<file path="src/rtl/pw_utmi_tx_pkg.sv">
// pw_utmi_tx_pkg: opmode/PID-type constants, FSM encoding and the
// byte-wide CRC16 step shared by the UTMI+ transmitter.
package pw_utmi_tx_pkg;

  localparam logic [1:0] OPMODE_NONDRIVING = 2'b01;
  localparam logic [1:0] OPMODE_NORMAL     = 2'b00;

  localparam logic [1:0] PID_TYPE_HS   = 2'b10;
  localparam logic [1:0] PID_TYPE_DATA = 2'b11;

  localparam logic [15:0] CRC16_INIT     = 16'hFFFF;
  localparam logic [15:0] CRC16_POLY_REF = 16'hA001;

  typedef enum logic [2:0] {
    ST_IDLE,
    ST_GAP,
    ST_SETTLE,
    ST_PID,
    ST_DATA,
    ST_CRC_LO,
    ST_CRC_HI,
    ST_EOP
  } state_t;

  // Reflected CRC16, bits taken LSB first as they go on the wire.
  function automatic logic [15:0] crc16_byte(
    input logic [15:0] crc,
    input logic [7:0]  b
  );
    logic [15:0] c;
    c = crc;
    for (int i = 0; i < 8; i++) begin
      if (c[0] ^ b[i]) c = (c >> 1) ^ CRC16_POLY_REF;
      else             c = c >> 1;
    end
    return c;
  endfunction

endpackage

</file>
<file path="src/rtl/pw_crc16.sv">
// pw_crc16: CRC16 accumulator for the transmit path
// (clear on packet start, one byte per enable).
module pw_crc16
  import pw_utmi_tx_pkg::*;
(
  input  logic        clk,
  input  logic        reset_i,
  input  logic        clr,
  input  logic        en,
  input  logic [7:0]  din,
  output logic [15:0] crc
);

  logic [15:0] crc_q;

  always_ff @(posedge clk) begin
    if (reset_i || clr) crc_q <= CRC16_INIT;
    else if (en)        crc_q <= crc16_byte(crc_q, din);
  end

  assign crc = crc_q;

endmodule

</file>
<file path="src/rtl/pw_utmi_tx.sv">
// pw_utmi_tx: UTMI+ packet transmitter (PID, payload, CRC16).
// Define PW_TX_CRC16_EN to generate CRC16 for DATA PIDs in hardware.
module pw_utmi_tx
  import pw_utmi_tx_pkg::*;
#(
  parameter int pOPMODE_SETTLE = 4,
  parameter int pEOP_HOLD      = 16
) (
  input  logic       fe_clk,
  input  logic       reset_i,
  input  logic       I_tx_start,
  input  logic [3:0] I_tx_pid,
  input  logic       I_tx_nodata,
  input  logic [7:0] I_tx_gap,
  input  logic [7:0] I_tx_data,
  input  logic       I_tx_data_valid,
  input  logic       I_tx_data_last,
  output logic       O_tx_data_ready,
  input  logic       fe_txready,
  input  logic       fe_rxactive,
  output logic       O_fe_txvalid,
  output logic [7:0] O_fe_data,
  output logic [1:0] O_fe_opmode,
  output logic       O_busy,
  output logic       O_done,
  output logic       O_underrun
);

  localparam logic [7:0] SETTLE_LAST = 8'(pOPMODE_SETTLE - 1);
  localparam logic [7:0] EOP_LAST    = 8'(pEOP_HOLD - 1);

  state_t     state_q, state_d;
  logic [7:0] cnt_q, cnt_d;
  logic [3:0] pid_q, pid_d;
  logic       nodata_q, nodata_d;
  logic       last_q, last_d;
  logic       txvalid_q, txvalid_d;
  logic [7:0] data_q, data_d;
  logic [1:0] opmode_q, opmode_d;
  logic       busy_q, busy_d;
  logic       done_q, done_d;
  logic       underrun_q, underrun_d;

  logic in_tx;
  logic pay_exp;
  logic xfer;

  assign in_tx   = (state_q == ST_PID) || (state_q == ST_DATA);
  assign pay_exp = !nodata_q && (pid_q[1:0] != PID_TYPE_HS);

  assign O_tx_data_ready = in_tx & fe_txready & pay_exp & !last_q;
  assign xfer            = O_tx_data_ready & I_tx_data_valid;

`ifdef PW_TX_CRC16_EN
  logic        data_pid;
  logic        crc_clr;
  logic [15:0] crc;

  assign data_pid = pid_q[1:0] == PID_TYPE_DATA;
  assign crc_clr  = (state_q == ST_IDLE) && I_tx_start;

  pw_crc16 u_crc (
    .clk     (fe_clk),
    .reset_i (reset_i),
    .clr     (crc_clr),
    .en      (xfer),
    .din     (I_tx_data),
    .crc     (crc)
  );
`endif

  always_comb begin
    state_d    = state_q;
    cnt_d      = cnt_q;
    pid_d      = pid_q;
    nodata_d   = nodata_q;
    last_d     = last_q;
    txvalid_d  = txvalid_q;
    data_d     = data_q;
    opmode_d   = opmode_q;
    busy_d     = busy_q;
    done_d     = 1'b0;
    underrun_d = 1'b0;
    unique case (state_q)
      ST_IDLE: begin
        if (I_tx_start) begin
          pid_d    = I_tx_pid;
          nodata_d = I_tx_nodata;
          last_d   = 1'b0;
          busy_d   = 1'b1;
          cnt_d    = '0;
          state_d  = ST_GAP;
        end
      end
      ST_GAP: begin
        if (fe_rxactive) begin
          cnt_d = '0;
        end else if (cnt_q >= I_tx_gap) begin
          cnt_d    = '0;
          opmode_d = OPMODE_NORMAL;
          state_d  = ST_SETTLE;
        end else begin
          cnt_d = cnt_q + 8'd1;
        end
      end
      ST_SETTLE: begin
        if (cnt_q == SETTLE_LAST) begin
          txvalid_d = 1'b1;
          data_d    = {~pid_q, pid_q};
          state_d   = ST_PID;
        end else begin
          cnt_d = cnt_q + 8'd1;
        end
      end
      ST_PID, ST_DATA: begin
        // txready means the byte on O_fe_data was just taken.
        if (fe_txready) begin
          if (pay_exp && !last_q) begin
            if (I_tx_data_valid) begin
              data_d  = I_tx_data;
              last_d  = I_tx_data_last;
              state_d = ST_DATA;
            end else begin
              txvalid_d  = 1'b0;
              underrun_d = 1'b1;
              cnt_d      = '0;
              state_d    = ST_EOP;
            end
`ifdef PW_TX_CRC16_EN
          end else if (data_pid) begin
            data_d  = ~crc[7:0];
            state_d = ST_CRC_LO;
`endif
          end else begin
            txvalid_d = 1'b0;
            cnt_d     = '0;
            state_d   = ST_EOP;
          end
        end
      end
`ifdef PW_TX_CRC16_EN
      ST_CRC_LO: begin
        if (fe_txready) begin
          data_d  = ~crc[15:8];
          state_d = ST_CRC_HI;
        end
      end
      ST_CRC_HI: begin
        if (fe_txready) begin
          txvalid_d = 1'b0;
          cnt_d     = '0;
          state_d   = ST_EOP;
        end
      end
`endif
      ST_EOP: begin
        if (cnt_q == EOP_LAST) begin
          opmode_d = OPMODE_NONDRIVING;
          done_d   = 1'b1;
          busy_d   = 1'b0;
          state_d  = ST_IDLE;
        end else begin
          cnt_d = cnt_q + 8'd1;
        end
      end
      default: state_d = ST_IDLE;
    endcase
  end

  always_ff @(posedge fe_clk) begin
    if (reset_i) begin
      state_q    <= ST_IDLE;
      cnt_q      <= '0;
      pid_q      <= '0;
      nodata_q   <= 1'b0;
      last_q     <= 1'b0;
      txvalid_q  <= 1'b0;
      data_q     <= '0;
      opmode_q   <= OPMODE_NONDRIVING;
      busy_q     <= 1'b0;
      done_q     <= 1'b0;
      underrun_q <= 1'b0;
    end else begin
      state_q    <= state_d;
      cnt_q      <= cnt_d;
      pid_q      <= pid_d;
      nodata_q   <= nodata_d;
      last_q     <= last_d;
      txvalid_q  <= txvalid_d;
      data_q     <= data_d;
      opmode_q   <= opmode_d;
      busy_q     <= busy_d;
      done_q     <= done_d;
      underrun_q <= underrun_d;
    end
  end

  assign O_fe_txvalid = txvalid_q;
  assign O_fe_data    = data_q;
  assign O_fe_opmode  = opmode_q;
  assign O_busy       = busy_q;
  assign O_done       = done_q;
  assign O_underrun   = underrun_q;

endmodule
</file>
<file path="config.mk">
export PLATFORM = sky130hd
export DESIGN_NAME = pw_utmi_tx
export DESIGN_NICKNAME = d
export VERILOG_FILES = /design/src/rtl/pw_utmi_tx_pkg.sv /design/src/rtl/pw_crc16.sv /design/src/rtl/pw_utmi_tx.sv
export SDC_FILE = /design/constraint.sdc
export NUM_CORES = 1
export LEC_CHECK = 0
export BUFFER_PORTS_ARGS = -buffer_cell sky130_fd_sc_hd__buf_2
export CORE_ASPECT_RATIO = 1.25
export CORE_MARGIN = 1
export CORE_UTILIZATION = 58
export DETAILED_ROUTE_END_ITERATION = 16
export PLACE_DENSITY = 0.9
export SYNTH_ARGS = -nofsm -noshare
export SYNTH_HDL_FRONTEND = slang
export SYNTH_SLANG_ARGS = --single-unit
</file>
<file path="constraint.sdc">
create_clock -name fe_clk -period 2.8 [get_ports fe_clk]
set_clock_uncertainty 0.05 [all_clocks]
set_input_delay 0.14 -clock fe_clk [delete_from_list [all_inputs] [get_ports fe_clk]]
set_output_delay 0.14 -clock fe_clk [all_outputs]
set_load 0.1 [all_outputs]
</file>
# ---- Yosys cells after proc, flatten, opt, wreduce, memory -nomap -nowiden
# Index checks and enable logic that the tools add are counted.
dict set report classes {
  add_sub_neg 1
  multipliers 0
  div_mod_pow 0
  n_lt_le_gt_ge 1
  n_eq_ne 19
  shifts 0
  n_mux 42
  bitwise 8
  n_reduce_logical 22
}
# operator n
set op_table {}
lappend op_table {{$mux W8} 12}
lappend op_table {{$pmux W8 S5} 1}
lappend op_table {{$ne A2 B2 Y1 const B} 11}
lappend op_table {{$mux W3} 7}
lappend op_table {{$pmux W8 S2} 1}
lappend op_table {{$pmux W3 S5} 1}
lappend op_table {{$mux W1} 12}
lappend op_table {{$reduce_and A6 Y1} 2}
lappend op_table {{$reduce_and A5 Y1} 2}
lappend op_table {{$add A8 B1 Y8 const B} 1}
lappend op_table {{$eq A8 B2 Y1 const B} 1}
lappend op_table {{$eq A8 B4 Y1 const B} 1}
lappend op_table {{$ge A8 B8 Y1} 1}
lappend op_table {{$mux W2} 4}
lappend op_table {{$reduce_and A4 Y1} 2}
lappend op_table {{$reduce_bool A2 Y1} 4}
lappend op_table {{$eq A3 B2 Y1 const B} 2}
lappend op_table {{$eq A3 B3 Y1 const B} 2}
lappend op_table {{$pmux W1 S2} 3}
lappend op_table {{$reduce_bool A5 Y1} 1}
lappend op_table {{$not A1 Y1} 4}
lappend op_table {{$not A4 Y4} 1}
lappend op_table {{$pmux W2 S2} 1}
lappend op_table {{$reduce_or A2 Y1} 2}
lappend op_table {{10 further kinds} 14}
dict set report word_totals {
  regBits 31
  latch_bits 0
  ramBits 0
  romBits 0
  inputBits 28
  output_inout_bits 15
  word_cells 104
  memories 0
}

# ---- Logic depth before layout (Yosys ltp)
# Gate-level depths: netlist of the first run.
dict set report logic_depth {
  depth_word 6
  ltp_mapped 7
  mapped_depth_nobuf 7
}

# ---- Worst setup path before layout of the first run
# No wires, ideal clock.
dict set report synth_timing {
  path_type {register to register}
  from {reg state_q[2]}
  to {reg underrun_q (netlist: O_underrun)}
  setup_ps 81
  t_arrival_ps 2374
  required_time_ps 2669
  setup_slack_ps 295
  stages_incl_launch_ff 5
  n_path_buf 0
  period_less_slack_ps 2505
  path_cell_list {dfxtp_1 > or2b_1 > o21a_1 > nor2_1 > nor3b_1}
}
dict set report synth_between {
  elab_chain_cells 4
  elab_cells_between_ends 5
  classes_between {eq/ne (2); bitwise (1); reduce/logical (2)}
}
# item line
set synth_lines {}
lappend synth_lines {{from (decl)} pw_utmi_tx.sv:32} ;# state_t state_q, state_d;
lappend synth_lines {{from (signal assigned)} pw_utmi_tx.sv:184} ;# state_q <= state_d;
lappend synth_lines {{$eq A3 B2 Y1 or $eq A3 B3 Y1 (tied branches)} pw_utmi_tx.sv:84} ;# unique case (state_q)
lappend synth_lines {{$reduce_or A2 Y1 *} pw_utmi_tx.sv:84}
lappend synth_lines {{$not A1 Y1 (no line) *} --}
lappend synth_lines {{$reduce_or A4 Y1 (no line) *} --}
lappend synth_lines {{to (signal assigned)} pw_utmi_tx.sv:194} ;# underrun_q <= underrun_d;
lappend synth_lines {{to (decl)} pw_utmi_tx.sv:42} ;# logic underrun_q, underrun_d;
# Every way passes the cells marked *; elsewhere a longest branch is shown, timed or not.
# A chain may end at the register's enable or synchronous reset.

# ---- Worst setup path after layout of the first run
dict set report layout_timing {
  from {reg state_q[2]}
  to {reg cnt_q[0]}
}
dict set report layout_between {
  elab_chain_cells 4
  elab_cells_between_ends 15
  classes_between {eq/ne (10); mux (1); reduce/logical (4)}
}
# item line
set layout_lines {}
lappend layout_lines {{$eq A3 B2 Y1 or $eq A3 B3 Y1 (tied branches)} pw_utmi_tx.sv:84}
lappend layout_lines {{$reduce_or A2 Y1} pw_utmi_tx.sv:84}
lappend layout_lines {{$ne A3 B3 Y1 (no line), or another cell as far along} --}
lappend layout_lines {{$reduce_and A6 Y1 (no line)} --}
lappend layout_lines {{to (signal assigned)} pw_utmi_tx.sv:185} ;# cnt_q <= cnt_d;
lappend layout_lines {{to (decl)} pw_utmi_tx.sv:33} ;# logic [7:0] cnt_q, cnt_d;
# Several ways; a longest one is shown, not always the timed one.

==> flow_results.org, run 1 <==
** Synthesis
- The Yosys step of the flow raised 0 warnings.
- The cell area that synthesis handed to floorplanning was 1960 sq um.
- Flops & latches, synth :: 30
- Sequential-to-total area share from yosys stat :: a little under a third
- The netlist uses 59 different library cells.
- Counting flops with an async set or reset pin after synthesis yields a share of 0%.
- Synthesis produced a netlist with a net count of 270.
- Synthesis produced a netlist whose cell count is roughly 230.
- For this run, the leading register cell type out of synthesis is sky130_fd_sc_hd__dfxtp_1.
- Average cell area after synthesis :: 8.39 sq um
- Number of flops mapped to enable cells by yosys :: 0

** Placement
- Weighted congestion reported at the end of routability-driven placement :: 0.883
- Half-perimeter wire length after detailed placement :: 3180 microns
- Count of input and output buffers :: 41
- Summing all placed instances gives a cell area of 2130 sq um.

** Clocking
- Clock latency on the worst-skew pair, taken at its later pin, is 280 ps.
- After clock tree synthesis, the clock-pin slew on the worst setup and hold paths is around 60 ps.
- The cell sitting at the root of the clock tree is a sky130_fd_sc_hd__clkbuf_8.
- CTS tree :: built
- Max Buffers Root-to-Sink :: 2
- Post-CTS Hold Buffers :: 0
- Post-CTS repair changed the size of 0 cells.
- Number of buffers created by CTS :: 5
- Buffers added to address setup during post-CTS repair amount to 0.
- Sinks on the clock net :: 30
- The H-tree generated during clock tree synthesis spans 2 levels.

** Critical path
- For the worst setup path, the data arrival time is around 2500 ps.
- Category of the worst setup path launch point :: flop
- Biggest fanout along the worst timing path :: 15
- For the worst setup path, the data required time is 2890 ps.
- The critical path is of the flop to flop type.
- Crit path capture type :: flop

** Detailed routing
- Number of search-and-repair iterations in the first detailed-routing pass :: 4
- In this run, the number of DRC markers left after iteration 0 of detailed routing was 69.
- After detailed routing, the number of vias per cell comes to roughly 6.0.
- In the routed design, unresolved DRC markers number 0.
- The routed layout has 1848 vias.
- Final Routed Wirelength :: 4410 microns
- The count of nets left with antenna violations once routing finished came out at 0.
- Routed length per placed instance :: 14.3 microns

** Layout
- Compared with the post-synthesis result, the final layout area differs by 14.5%.
- Total non-filler cell area in the finished layout :: 2240 sq um
- 0 antenna diodes ended up in the layout.
- The post-route netlist has 25.5% of its cells at a drive strength greater than 1.
- The layout has about 280 filler cells.
- Fin nets :: 308

** Global routing
- First-pass GRT wire length :: 7130 microns
- Entering global routing, the biggest net connects 24 pins.
- The initial antenna violation count came to 0.
- Via count of the first global-routing pass :: 1590
- Grt ovf :: 0
- Global routing used 27.2% of the available tracks.

** STA
- Setup violations remaining at the end of the flow were counted as 0.
- Least-Margin Pin Slew :: 686 ps
- Highest clock frequency the design can meet :: 0.409 GHz
- The final max-slew violation count came to 0.
- Setup repair after global routing left no endpoint under its margin.
- The count of endpoints failing hold in the final timing report came to 0.
- The smallest clock period supported by the final layout is computed as ~2400 ps.
- After layout, the worst path uses 87.3% of the clock period.
- Worst slew margin relative to its limit :: 54.0%
- Setup total negative slack on the finished layout was measured at 0 ps.

** Power and ir drop
- Internal power of the cells :: 0.00113 W
- Of the total power, the share spent switching nets is 49.2%.
- Across the VDD grid, the largest voltage drop is between 0.9 and 1 mV.
- Switching pwr :: 0.00110 W
- Of the total power, registers draw 28.0%.
- Combinational cells account for 52.3% of the total power.
- For this design the ratio of total power to cell area is 995 nW/um^2.
- The analysis attributes to cell leakage a power of 0.942 nW.
- The share of total power dissipated in the clock network is approximately a fifth.

** Floorplan
- Measured along the y axis, the die boundary spans 66.9 microns.
- Total core area :: 3220 sq um
- Row generation in the floorplan step produced 23 rows.
- Overall die area :: 3610 sq um
- I/O Pins :: between 40 and 50
- The initial utilization of the core area, before any placement, comes to 60.7%.
- Width of the die :: 53.9 microns

** Job
- Maximum capacitance violations :: 0

** Hold path
- Path class of the lowest-slack min-delay path :: primary input to flop

** Status
- Outcome :: complete, no violations
==> layer usage <==
| metal | track usage (%) | wire, microns |
|---|---|---|
| met1 | 32.9 | 1860 |
| met4 | 9.87 | 63 |
| met2 | 45.5 | 2270 |
| met3 | 6.16 | 214 |
| met5 | 0 | 0 |
==> registers in the layout, indices dropped and copies added, names as in the netlist <==
signal and flops:
O_fe_data 8, cnt_q 8, pid_q 4, state_q 3, O_busy 1, O_done 1
O_fe_opmode 1, O_fe_txvalid 1, O_underrun 1, last_q 1, nodata_q 1
==> power by group through the flow <==
stage	clock (W)	combinational [W]	sequential, W
finish	0.000439	0.00117	0.000623
global route	0.000465	0.00125	0.000641
CTS	0.000449	0.00116	0.000621
detailed placement	0	0.00115	0.000630
global placement	0	0.00113	0.000626
floorplan	0	0.000734	0.000910
==> critical path: stages, from the launching register on <==
cell                       delay (ps)
sky130_fd_sc_hd__dfxtp_1          670
sky130_fd_sc_hd__nand3b_2         260
sky130_fd_sc_hd__o21ai_2          200
sky130_fd_sc_hd__a32o_2           420
sky130_fd_sc_hd__o41ai_4          630
sky130_fd_sc_hd__a21oi_1           80
==> placed cells by master (no fill, tap or decap), types with 2 or more instances in the layout <==
cell / Yosys / routed
sky130_fd_sc_hd__a221oi_4: 2 / 2
sky130_fd_sc_hd__a21oi_2: 2 / 2
sky130_fd_sc_hd__a311oi_1: 9 / 9
sky130_fd_sc_hd__nor3b_1: 2 / 2
sky130_fd_sc_hd__or2_2: 2 / 2
sky130_fd_sc_hd__nor2_1: 27 / 27
sky130_fd_sc_hd__or2b_1: 2 / 2
sky130_fd_sc_hd__and3_1: 3 / 3
sky130_fd_sc_hd__buf_2: 1 / 41
sky130_fd_sc_hd__or3_1: 2 / 2
sky130_fd_sc_hd__nand3_1: 10 / 10
sky130_fd_sc_hd__or4_4: 2 / 2
sky130_fd_sc_hd__inv_1: 19 / 19
sky130_fd_sc_hd__clkbuf_8: 0 / 6
sky130_fd_sc_hd__nor3_1: 2 / 2
sky130_fd_sc_hd__a211oi_1: 2 / 2
sky130_fd_sc_hd__nand2_1: 23 / 23
sky130_fd_sc_hd__o21ai_0: 10 / 10
sky130_fd_sc_hd__o31ai_1: 4 / 4
sky130_fd_sc_hd__nand2b_1: 3 / 3
sky130_fd_sc_hd__or4_1: 2 / 2
sky130_fd_sc_hd__dfxtp_1: 30 / 30
sky130_fd_sc_hd__nand4b_1: 2 / 2
sky130_fd_sc_hd__mux2i_1: 3 / 3
sky130_fd_sc_hd__a21oi_1: 18 / 18
sky130_fd_sc_hd__ha_1: 9 / 9
sky130_fd_sc_hd__a2111o_1: 2 / 2
==> synthesized netlist by cell type, drive strengths merged (2+ instances only) <==
cell,instances,area share [%]
a21oi,20,5.5
nor3,3,1.0
mux2i,3,1.5
nand3,10,2.6
and3,3,0.96
or2b,2,0.77
o31ai,4,1.5
inv,19,3.6
nor3b,2,0.77
a211oi,2,0.77
nand3b,2,0.96
a221oi,3,3.5
nand2b,3,0.96
o21ai,11,3.0
a311oi,9,4.0
a32o,2,1.1
o41ai,2,1.9
clkbuf,3,0.58
nand2,23,4.4
or4,4,1.9
a2111o,2,1.2
dfxtp,30,31
nor2,29,6.1
nand4b,2,0.90
buf,8,3.9
or2,3,0.96
or3,2,0.64
ha,9,5.8
==> stage by stage <==
step	hold WS [ps]	util, %	instances	power [W]	setup slack, ps
floorplan	166	-	233	0.00164	295
global placement	311	66.0	301	0.00175	458
detailed placement	325	66.0	301	0.00178	374
CTS	30.1	69.5	308	0.00223	358
global route	32.8	69.5	308	0.00235	164
finish	40.8	69.5	308	0.00223	356
==> path summary, 6_finish.rpt <==
kind | slack [ps] | from | cells past startpoint | end
max | 360 | state_q[2]$_SDFFE_PP0P_ | 5 | cnt_q[0]$_SDFFE_PP0P_
min | 40 | I_tx_data_valid | 2 | O_underrun$_SDFF_PP0_
max reg2reg | 360 | state_q[2]$_SDFFE_PP0P_ | 5 | cnt_q[0]$_SDFFE_PP0P_
min reg2reg | 430 | last_q$_SDFFE_PP0P_ | 2 | last_q$_SDFFE_PP0P_
==> logic make-up (layout without fill, tap and decap cells) <==
kind of cell | count (synthesis) | in the layout | share of synthesized area, %
flops | 30 | 30 | 30.7
compound gates | 67 | 67 | 28.0
buf+inv | 30 | 68 | 8.12
simple gates | 93 | 93 | 25.7
fa+ha+maj | 9 | 9 | 5.76
mux | 3 | 3 | 1.54
other cells | 1 | 1 | 0.192
==> layout make-up <==
class                           instances  area [sq um]  share of cell area [%]
Inverter                               19          71.3                    3.18
Timing Repair Buffer                   42           213                    9.50
Clock buffer                            6          82.6                    3.69
Tap cell                               37          46.3                    2.07
Multi-Input combinational cell        173          1200                    53.4
Sequential cell                        30           601                    26.8
Clock inverter                          1          30.0                    1.34
(Power assumes the default switching activity.)
==> inputs of run 2 (changes only) <==
--- a/config.mk
+++ b/config.mk
@@ -6,11 +6,13 @@
 export NUM_CORES = 1
 export LEC_CHECK = 0
 export BUFFER_PORTS_ARGS = -buffer_cell sky130_fd_sc_hd__buf_2
+export CELL_PAD_IN_SITES_DETAIL_PLACEMENT = 1
+export CELL_PAD_IN_SITES_GLOBAL_PLACEMENT = 1
 export CORE_ASPECT_RATIO = 1.25
 export CORE_MARGIN = 1
-export CORE_UTILIZATION = 58
+export CORE_UTILIZATION = 43
 export DETAILED_ROUTE_END_ITERATION = 16
-export PLACE_DENSITY = 0.9
+export PLACE_DENSITY = 0.91
 export SYNTH_ARGS = -nofsm -noshare
 export SYNTH_HDL_FRONTEND = slang
 export SYNTH_SLANG_ARGS = --single-unit
==> flow_results.org, run 2 (synthesis gave the netlist of run 1 again) <==
** Detailed routing
- The top layer reached by signal wires was met4 (unchanged).
- The via count was 1862 (was 1848).
- Number of search-and-repair iterations in the first detailed-routing pass :: 4 (unchanged)
- Met3 WL post-DR :: 135 microns (was 214 microns)
- The per-cell routed wire length was 15.6 microns (was 14.3 microns).
- The total length of routed met2 wires was 2770 microns (was 2270 microns).
- Final Routed Wirelength :: 5150 microns (was 4410 microns)
- The remaining design rule violation count came to 0 (unchanged).
- The post-detailed-route count of antenna-violating nets was 0 (unchanged).
- Starting DRC count in detailed routing :: 46 (was 69)
- The average via count per standard cell came to 5.64 (was 6.00).
- Post-Route M1 WL :: 2160 microns (was 1860 microns)

** Critical path
- The kind of launch point of the worst setup path was a flop (unchanged).
- Crit path capture type :: flop (unchanged)
- The startpoint of the worst register-to-register path was state_q[0]$_SDFFE_PP0P_ (was state_q[2]$_SDFFE_PP0P_).
- Data required time of the critical path :: 2890 ps (about the same)
- The endpoint of the most critical register-to-register path is cnt_q[4]$_SDFFE_PP0P_ (was cnt_q[0]$_SDFFE_PP0P_).
- The highest fanout seen on the critical path was 16 (was 15).
- The depth of the worst register-to-register path came to 4 (was 5).
- The reg-to-reg setup timing slack was 370 ps (was 360 ps).
- Endpoint arrival time on the critical path :: 2520 ps (was 2530 ps)
- The critical setup path kind was flop to flop (unchanged).

** Clocking
- Post-cts sizing count :: 0 (unchanged)
- The cell at the root of the clock tree was sky130_fd_sc_hd__clkbuf_8 (unchanged).
- The clock transition at the register clock pins on the worst setup and hold paths after CTS came to 60 ps (about the same).
- Number of buffers inserted by post-CTS setup repair :: 0 (unchanged)
- The total clock sinks was 30 (unchanged).
- Worst-Skew Late Latency :: 290 ps (was 280 ps)
- The post-cts hold buffer count is 0 (unchanged).
- The maximum root-to-sink buffer count came to 2 (unchanged).
- The total CTS buffers is 5 (unchanged).
- The total number of H-tree levels came to 2 (unchanged).
- CTS tree :: built (unchanged)

** Layout
- Area added between synthesis and finish :: 16.3% (was 14.5%)
- The final cell area excluding filler cells was 2270 sq um (was 2240 sq um).
- Final-layout fill cell count :: 569 (was 277)
- The sequential cell area is 601 sq um (unchanged).
- Area occupied by multi-input gates :: 1200 sq um (unchanged)
- Top library cells by usage in the layout, fill and taps aside: sky130_fd_sc_hd__buf_2, sky130_fd_sc_hd__dfxtp_1, sky130_fd_sc_hd__nor2_1, sky130_fd_sc_hd__nand2_1, sky130_fd_sc_hd__inv_1 (unchanged).
- Diodes inserted :: 0 (unchanged)
- The layout net count was 309 (was 308).
- The proportion of layout cells with a drive suffix above 1 came to 25.7% (was 25.5%).
- Most common cell after layout, fill and taps aside :: sky130_fd_sc_hd__buf_2 (unchanged)

** Floorplan
- Starting utilization of the core area :: 44.5% (was 60.7%)
- The core box area came to 4390 sq um (was 3220 sq um).
- The row count came to 27 (was 23).
- The number of I/O pins is 43 (unchanged).
- The overall die width came to 62.3 microns (was 53.9 microns).
- The vertical die dimension came to 77.4 microns (was 66.9 microns).
- The die footprint was 4820 sq um (was 3610 sq um).

** Global routing
- Grt ovf :: 0 (unchanged)
- The overall track demand over capacity in global routing is 22.8% (was 27.2%).
- First-pass GRT wire length :: 8710 microns (was 7130 microns)
- Maximum number of pins on one net before global-route repair :: 24 (unchanged)
- Number of antenna violations at the first check in global routing :: 0 (unchanged)
- The number of global-route vias before repair came to 1897 (was 1590).

** STA
- Worst slew margin relative to its limit :: 53.0% (was 54.0%)
- The final max-slew violation count was 0 (unchanged).
- RSZ-0062 raised after global routing :: no (unchanged)
- The maximum clock rate is 0.411 GHz (was 0.409 GHz).
- The final period demand of the worst path was 2430 ps (was 2440 ps).
- Setup violation total in the final timing report :: 0 (unchanged)
- The final worst-path cycle share was 86.9% (was 87.3%).
- The count of endpoints failing hold in the final timing report came to 0 (unchanged).
- The accumulated negative setup slack is 0 ps (unchanged).
- The transition time at the pin with the least slew margin is 701 ps (was 686 ps).

** Power and ir drop
- The leakage power total came to 0.947 nW (was 0.942 nW).
- Power density normalized to cell area :: 994 nW/um^2 (was 995 nW/um^2)
- Worst supply voltage drop on vdd :: 0.553 mV (was 0.923 mV)

** Status
- Outcome: complete, no violations (unchanged).

** Placement
- The global placer's final weighted congestion was 0.805 (was 0.883).
- Count of input and output buffers :: 41 (unchanged)
- The area after detailed placement was 2160 sq um (was 2130 sq um).
- The detailed placement HPWL was 3930 microns (was 3180 microns).

** Hold path
- The classification of the worst-slack hold path is primary input to flop (unchanged).
- Terminating pin of the worst hold path :: pid_q[2]$_SDFFE_PP0P_ (was O_underrun$_SDFF_PP0_)
- The critical hold path startpoint is I_tx_pid[2] (was I_tx_data_valid).
- The number of cells traversed by the worst hold path is 3 (was 2).

** Job
- The number of maximum-capacitance violations came to 0 (unchanged).
## run 2: per-layer routing
layer,GRT usage [%],vias to the layer above
met4,7.91,0
met5,0,-
met3,3.97,7
met2,43.2,31
li1,-,928
met1,25.1,896
## run 2: where the power goes
part / switching (W) / internal [W] / leakage, nW
logic: 0.000862 / 0.000342 / 0.646
clock network: 0.000160 / 0.000284 / 0.0573
registers: 0.0000967 / 0.000513 / 0.244
## run 2: how the worst max path moves through the flow
stage	to	depth (start not counted)	from
after detailed placement	cnt_q[4]$_SDFFE_PP0P_	4	state_q[0]$_SDFFE_PP0P_
after floorplan	O_underrun$_SDFF_PP0_	4	state_q[2]$_SDFFE_PP0P_
final	cnt_q[4]$_SDFFE_PP0P_	4	state_q[0]$_SDFFE_PP0P_
after global routing	cnt_q[4]$_SDFFE_PP0P_	4	state_q[0]$_SDFFE_PP0P_
after global placement	cnt_q[1]$_SDFFE_PP0P_	4	state_q[0]$_SDFFE_PP0P_
after CTS	cnt_q[4]$_SDFFE_PP0P_	4	state_q[0]$_SDFFE_PP0P_
## run 2: critical path, stage by stage, from the launching register on
cell                      delay [ps]
sky130_fd_sc_hd__dfxtp_1         720
sky130_fd_sc_hd__o21ai_2         340
sky130_fd_sc_hd__a32o_2          430
sky130_fd_sc_hd__o41ai_4         650
sky130_fd_sc_hd__a21oi_1          90
## run 2: final cells by class
cell class | instances | area share, %
clock buffer | 6 | 3.63
clock inverter | 1 | 1.32
inverter | 19 | 3.14
multi-input combinational | 173 | 52.6
sequential | 30 | 26.4
tap | 58 | 3.19
timing repair buffer | 43 | 9.69
## run 2: through the flow
| stage | power (W) | hold WS (ps) | worst slack (ps) | cells | utilization (%) |
|---|---|---|---|---|---|
| 2_1_floorplan | 0.00164 | 166 | 295 | 233 | - |
| 3_3_place_gp | 0.00178 | 313 | 550 | 323 | 49.2 |
| 3_5_place_dp | 0.00182 | 322 | 421 | 323 | 49.2 |
| 4_1_cts | 0.00227 | 23.8 | 407 | 330 | 51.8 |
| 5_1_grt | 0.00239 | 36.4 | 238 | 330 | 51.8 |
| 6_report | 0.00226 | 23.2 | 365 | 330 | 51.8 |
==> inputs of run 3 (changes only) <==
--- a/config.mk
+++ b/config.mk
@@ -5,14 +5,16 @@
 export SDC_FILE = /design/constraint.sdc
 export NUM_CORES = 1
 export LEC_CHECK = 0
+export ABC_AREA = 1
 export BUFFER_PORTS_ARGS = -buffer_cell sky130_fd_sc_hd__buf_2
+export CAP_MARGIN = 40
 export CELL_PAD_IN_SITES_DETAIL_PLACEMENT = 1
 export CELL_PAD_IN_SITES_GLOBAL_PLACEMENT = 1
 export CORE_ASPECT_RATIO = 1.25
 export CORE_MARGIN = 1
-export CORE_UTILIZATION = 43
+export CORE_UTILIZATION = 34
 export DETAILED_ROUTE_END_ITERATION = 16
-export PLACE_DENSITY = 0.91
+export PLACE_DENSITY = 0.82
 export SYNTH_ARGS = -nofsm -noshare
 export SYNTH_HDL_FRONTEND = slang
 export SYNTH_SLANG_ARGS = --single-unit
==> constraint.sdc (replaced) <==
create_clock -name fe_clk -period 2.1 [get_ports fe_clk]
set_clock_uncertainty 0.05 [all_clocks]
set_input_delay 0.105 -clock fe_clk [delete_from_list [all_inputs] [get_ports fe_clk]]
set_output_delay 0.105 -clock fe_clk [all_outputs]
set_load 0.1 [all_outputs]
==> flow_results.org, run 3 <==
** Status
- Outcome :: complete, no violations (unchanged)

** Synthesis
- Synthesized net count :: 317 (was 270)
- The share of synthesized registers carrying an async set or reset came to 0% (unchanged).
- Biggest area contributors in the synthesized netlist: sky130_fd_sc_hd__dfxtp_1, sky130_fd_sc_hd__nand2_1, sky130_fd_sc_hd__nor2_1 (was sky130_fd_sc_hd__dfxtp_1, sky130_fd_sc_hd__ha_1, sky130_fd_sc_hd__nor2_1).
- The number of synthesized flops with an enable pin was 0 (unchanged).
- Most numerous cell types in the synthesized netlist :: sky130_fd_sc_hd__nand2_1, sky130_fd_sc_hd__nor2_1, sky130_fd_sc_hd__inv_1 (was sky130_fd_sc_hd__dfxtp_1, sky130_fd_sc_hd__nor2_1, sky130_fd_sc_hd__nand2_1)
- The mean instance size in the synthesized netlist is 6.77 sq um (was 8.39 sq um).
- Cell type with the highest aggregate area in the netlist :: sky130_fd_sc_hd__dfxtp_1 (unchanged)
- Number of distinct library cells after synthesis :: 30 (was 59)
- Primary flip-flop cell chosen by synthesis mapping :: sky130_fd_sc_hd__dfxtp_1 (unchanged)
- The area fraction of the dominant cell type after synthesis came to 31.7% (was 30.7%).
- The portion of the post-synthesis area used by sequential elements is 31.7% (was 30.7%).
- The number of standard cells after synthesis was 280 (was 233).
- The total standard cell area after synthesis is 1900 sq um (was 1960 sq um).
- The most common cell in the synthesized netlist is sky130_fd_sc_hd__nand2_1 (was sky130_fd_sc_hd__dfxtp_1).
- Number of warnings printed during yosys synthesis :: 0 (unchanged)
- Flops & latches, synth :: 30 (unchanged)

** Global routing
- The maximum number of pins on one net before global-route repair came to 21 (was 24).
- The overall track demand over capacity in global routing was 19.2% (was 22.8%).
- The number of global-route vias before repair came to 1950 (was 1897).
- The wire length of the first global-routing pass was 8540 microns (was 8710 microns).
- Grt ovf :: 0 (unchanged)
- The initial antenna violation count is 0 (unchanged).

** Critical path
- Critical setup path kind :: flop to flop (unchanged)
- Category of the worst setup path launch point :: flop (unchanged)
- The endpoint class of the critical path was a flop (unchanged).
- Endpoint arrival time on the critical path :: 2030 ps (was 2520 ps)
- The highest fanout seen on the critical path came to 14 (was 16).
- Data required time of the critical path :: 2210 ps (was 2890 ps)

** Placement
- Worst slack at placement :: 132 ps (was 421 ps)
- Weighted congestion reported at the end of routability-driven placement :: 0.790 (was 0.805)
- Count of input and output buffers :: 41 (unchanged)
- Half-perimeter wire length after detailed placement :: 3900 microns (was 3930 microns)

** Job
- The number of maximum-capacitance violations is 0 (unchanged).

** Floorplan
- The initial standard-cell utilization of the core came to 35.1% (was 44.5%).
- The die footprint came to 5880 sq um (was 4820 sq um).
- Chip Height :: 85.5 microns (was 77.4 microns)
- Width of the die :: 68.8 microns (was 62.3 microns)
- The row count is 30 (was 27).
- I/O Pins :: 43 (unchanged)
- The core box area was 5410 sq um (was 4390 sq um).

** Clocking
- The total clock sinks came to 30 (unchanged).
- The maximum root-to-sink buffer count was 2 (unchanged).
- The clock latency on the worst-skew pair came to 280 ps (was 290 ps).
- Number of buffers created by CTS :: 5 (unchanged)
- The number of buffers inserted by post-CTS setup repair came to 0 (unchanged).
- Clock root buffer :: sky130_fd_sc_hd__clkbuf_8 (unchanged)
- Count of H-tree levels built during CTS :: 2 (unchanged)
- CTS tree :: built (unchanged)
- The clock transition at the register clock pins on the worst setup and hold paths after CTS was 60 ps (about the same).

** Layout
- Final-layout fill cell count :: 734 (was 569)
- Fin nets :: 360 (was 309)
- Share of layout cells above drive strength 1 :: 21.9% (was 25.7%)
- Top library cells by usage in the layout, fill and taps aside: sky130_fd_sc_hd__nand2_1, sky130_fd_sc_hd__nor2_1, sky130_fd_sc_hd__buf_2, sky130_fd_sc_hd__inv_1, sky130_fd_sc_hd__dfxtp_1 (was sky130_fd_sc_hd__buf_2, sky130_fd_sc_hd__dfxtp_1, sky130_fd_sc_hd__nor2_1, sky130_fd_sc_hd__nand2_1, sky130_fd_sc_hd__inv_1).
- The leading cell type in the layout, fill and taps excluded is sky130_fd_sc_hd__nand2_1 (was sky130_fd_sc_hd__buf_2).
- The post-synthesis to final-layout area growth came to 19.3% (was 16.3%).
- Utilization after layout :: 41.9% (was 51.8%)
- Diodes inserted :: 0 (unchanged)

** Hold path
- The classification of the worst-slack hold path is primary input to flop (unchanged).

** Detailed routing
- The top layer reached by signal wires was met4 (unchanged).
- Starting DRC count in detailed routing :: 38 (was 46)
- The total detailed-routing wirelength was 4830 microns (was 5150 microns).
- Residual DRC :: 0 (unchanged)
- Met3 WL post-DR :: 149 microns (was 135 microns)
- Vias :: 1872 (was 1862)
- Number of search-and-repair iterations in the first detailed-routing pass :: 4 (unchanged)
- Routed Antenna Nets :: 0 (unchanged)
- Met2 Wirelength :: 2590 microns (was 2770 microns)
- Post-Route M1 WL :: 1980 microns (was 2160 microns)
- Routed length per placed instance :: 12.5 microns (was 15.6 microns)
- Post-DR vias/cell :: 4.82 (was 5.64)

** STA
- The maximum clock rate was 0.522 GHz (was 0.411 GHz).
- Hold slack final :: 36.2 ps (was 23.2 ps)
- Crit share post-route :: 91.3% (was 86.9%)
- Worst slew margin relative to its limit :: 61.4% (was 53.0%)
- The final max-slew violation count was 0 (unchanged).
- The transition time at the pin with the least slew margin came to 579 ps (was 701 ps).
- The final period demand of the worst path was 1920 ps (was 2430 ps).
- RSZ-0062 raised after global routing: no (unchanged).
- Worst-case setup margin in the final layout :: 184 ps (was 365 ps)
- The count of endpoints failing hold in the final timing report is 0 (unchanged).
- Summed negative setup slack over all endpoints :: 0 ps (unchanged)
- The total setup violations reported at the end of the flow is 0 (unchanged).

** Power and ir drop
- The switching share of total power was 49.5% (about the same).
- Worst supply voltage drop on vdd :: 0.685 mV (was 0.553 mV)
- The leakage power total is 1.15 nW (was 0.947 nW).
- Power density normalized to cell area :: 1230 nW/um^2 (was 994 nW/um^2)
- Share of power burned in registers :: 27.4% (was 27.0%)
- The internal power came to 0.00140 W (was 0.00114 W).
- The switching power came to 0.00138 W (was 0.00112 W).
- The relative contribution of combinational cells to total power was 52.7% (was 53.3%).
- Fraction of power consumed by the clock network :: 19.9% (was 19.7%)
==> run 3: cell types whose count changed after synthesis, sizes merged, moves of 8 or more <==
| cell | change |
|---|---|
| nand3 | +8 |
| nor2 | +22 |
| inv | +20 |
| a21oi | -8 |
| nand2 | +51 |
| a311oi | -9 |
| o21ai | +10 |
==> run 3: critical path, cell delays in order, from the launching register on <==
cell                      delay (ps)
sky130_fd_sc_hd__dfxtp_1         330
sky130_fd_sc_hd__ha_1            250
sky130_fd_sc_hd__nand3_1         160
sky130_fd_sc_hd__nor2_1           80
sky130_fd_sc_hd__nand2_1         140
sky130_fd_sc_hd__nand2_2         110
sky130_fd_sc_hd__nor2_8          210
sky130_fd_sc_hd__nand4_1         160
sky130_fd_sc_hd__nand2_1         220
sky130_fd_sc_hd__nor2_1           70
==> run 3: kinds of logic after synthesis <==
logic type,after synthesis,share of synthesized area [%]
and+or+nand+nor,156,40.6
buffers and inverters,46,10.9
AOI/OAI and AO/OA,38,10.7
DFF,30,31.7
adders and majority gates,9,5.94
other,1,0.198
==> run 3: path summary, 6_finish.rpt <==
| check | startpoint | to | slack (ps) | cells past startpoint |
|---|---|---|---|---|
| setup / recovery | cnt_q[0]$_SDFFE_PP0P_ | cnt_q[0]$_SDFFE_PP0P_ | 180 | 9 |
| hold / removal | reset_i | O_busy$_SDFFE_PP0P_ | 40 | 2 |
| setup reg to reg | cnt_q[0]$_SDFFE_PP0P_ | cnt_q[0]$_SDFFE_PP0P_ | 180 | 9 |
| hold reg to reg | nodata_q$_SDFFE_PP0P_ | nodata_q$_SDFFE_PP0P_ | 400 | 2 |
==> run 3: power groups by stage <==
stage	logic [W]	clock network [W]	registers (W)
detailed placement	0.00147	0	0.000778
CTS	0.00148	0.000565	0.000765
global placement	0.00144	0	0.000769
floorplan	0.000938	0	0.00107
global route	0.00164	0.000594	0.000775
finish	0.00146	0.000552	0.000763
==> run 3: final cells by class <==
type | count | area, sq um | area share [%]
Tap cell | 64 | 80.1 | 3.54
Multi-Input combinational cell | 204 | 1090 | 48.3
Inverter | 40 | 163 | 7.19
Clock buffer | 8 | 110 | 4.87
Timing Repair Buffer | 42 | 215 | 9.51
Sequential cell | 30 | 601 | 26.5
==> run 3: metrics by stage <==
stage	instance area, sq um	cells	total power, W
6_report	2260	388	0.00278
3_3_place_gp	2140	379	0.00221
5_1_grt	2260	388	0.00301
4_1_cts	2260	388	0.00281
3_5_place_dp	2140	379	0.00225
2_1_floorplan	1900	280	0.00200
==> run 3: what timing repair did <==
action,CTS,global route
endpoints found under the hold margin,1,0
endpoints found under the setup margin,0,1
resized for setup,0,1
hold buffers,1,0
==> run 3: routing by layer <==
metal | track usage [%] | up-vias
met1 | 21.2 | 853
li1 | - | 970
met2 | 35.1 | 39
met3 | 3.32 | 10
met5 | 0 | -
met4 | 7.42 | 0
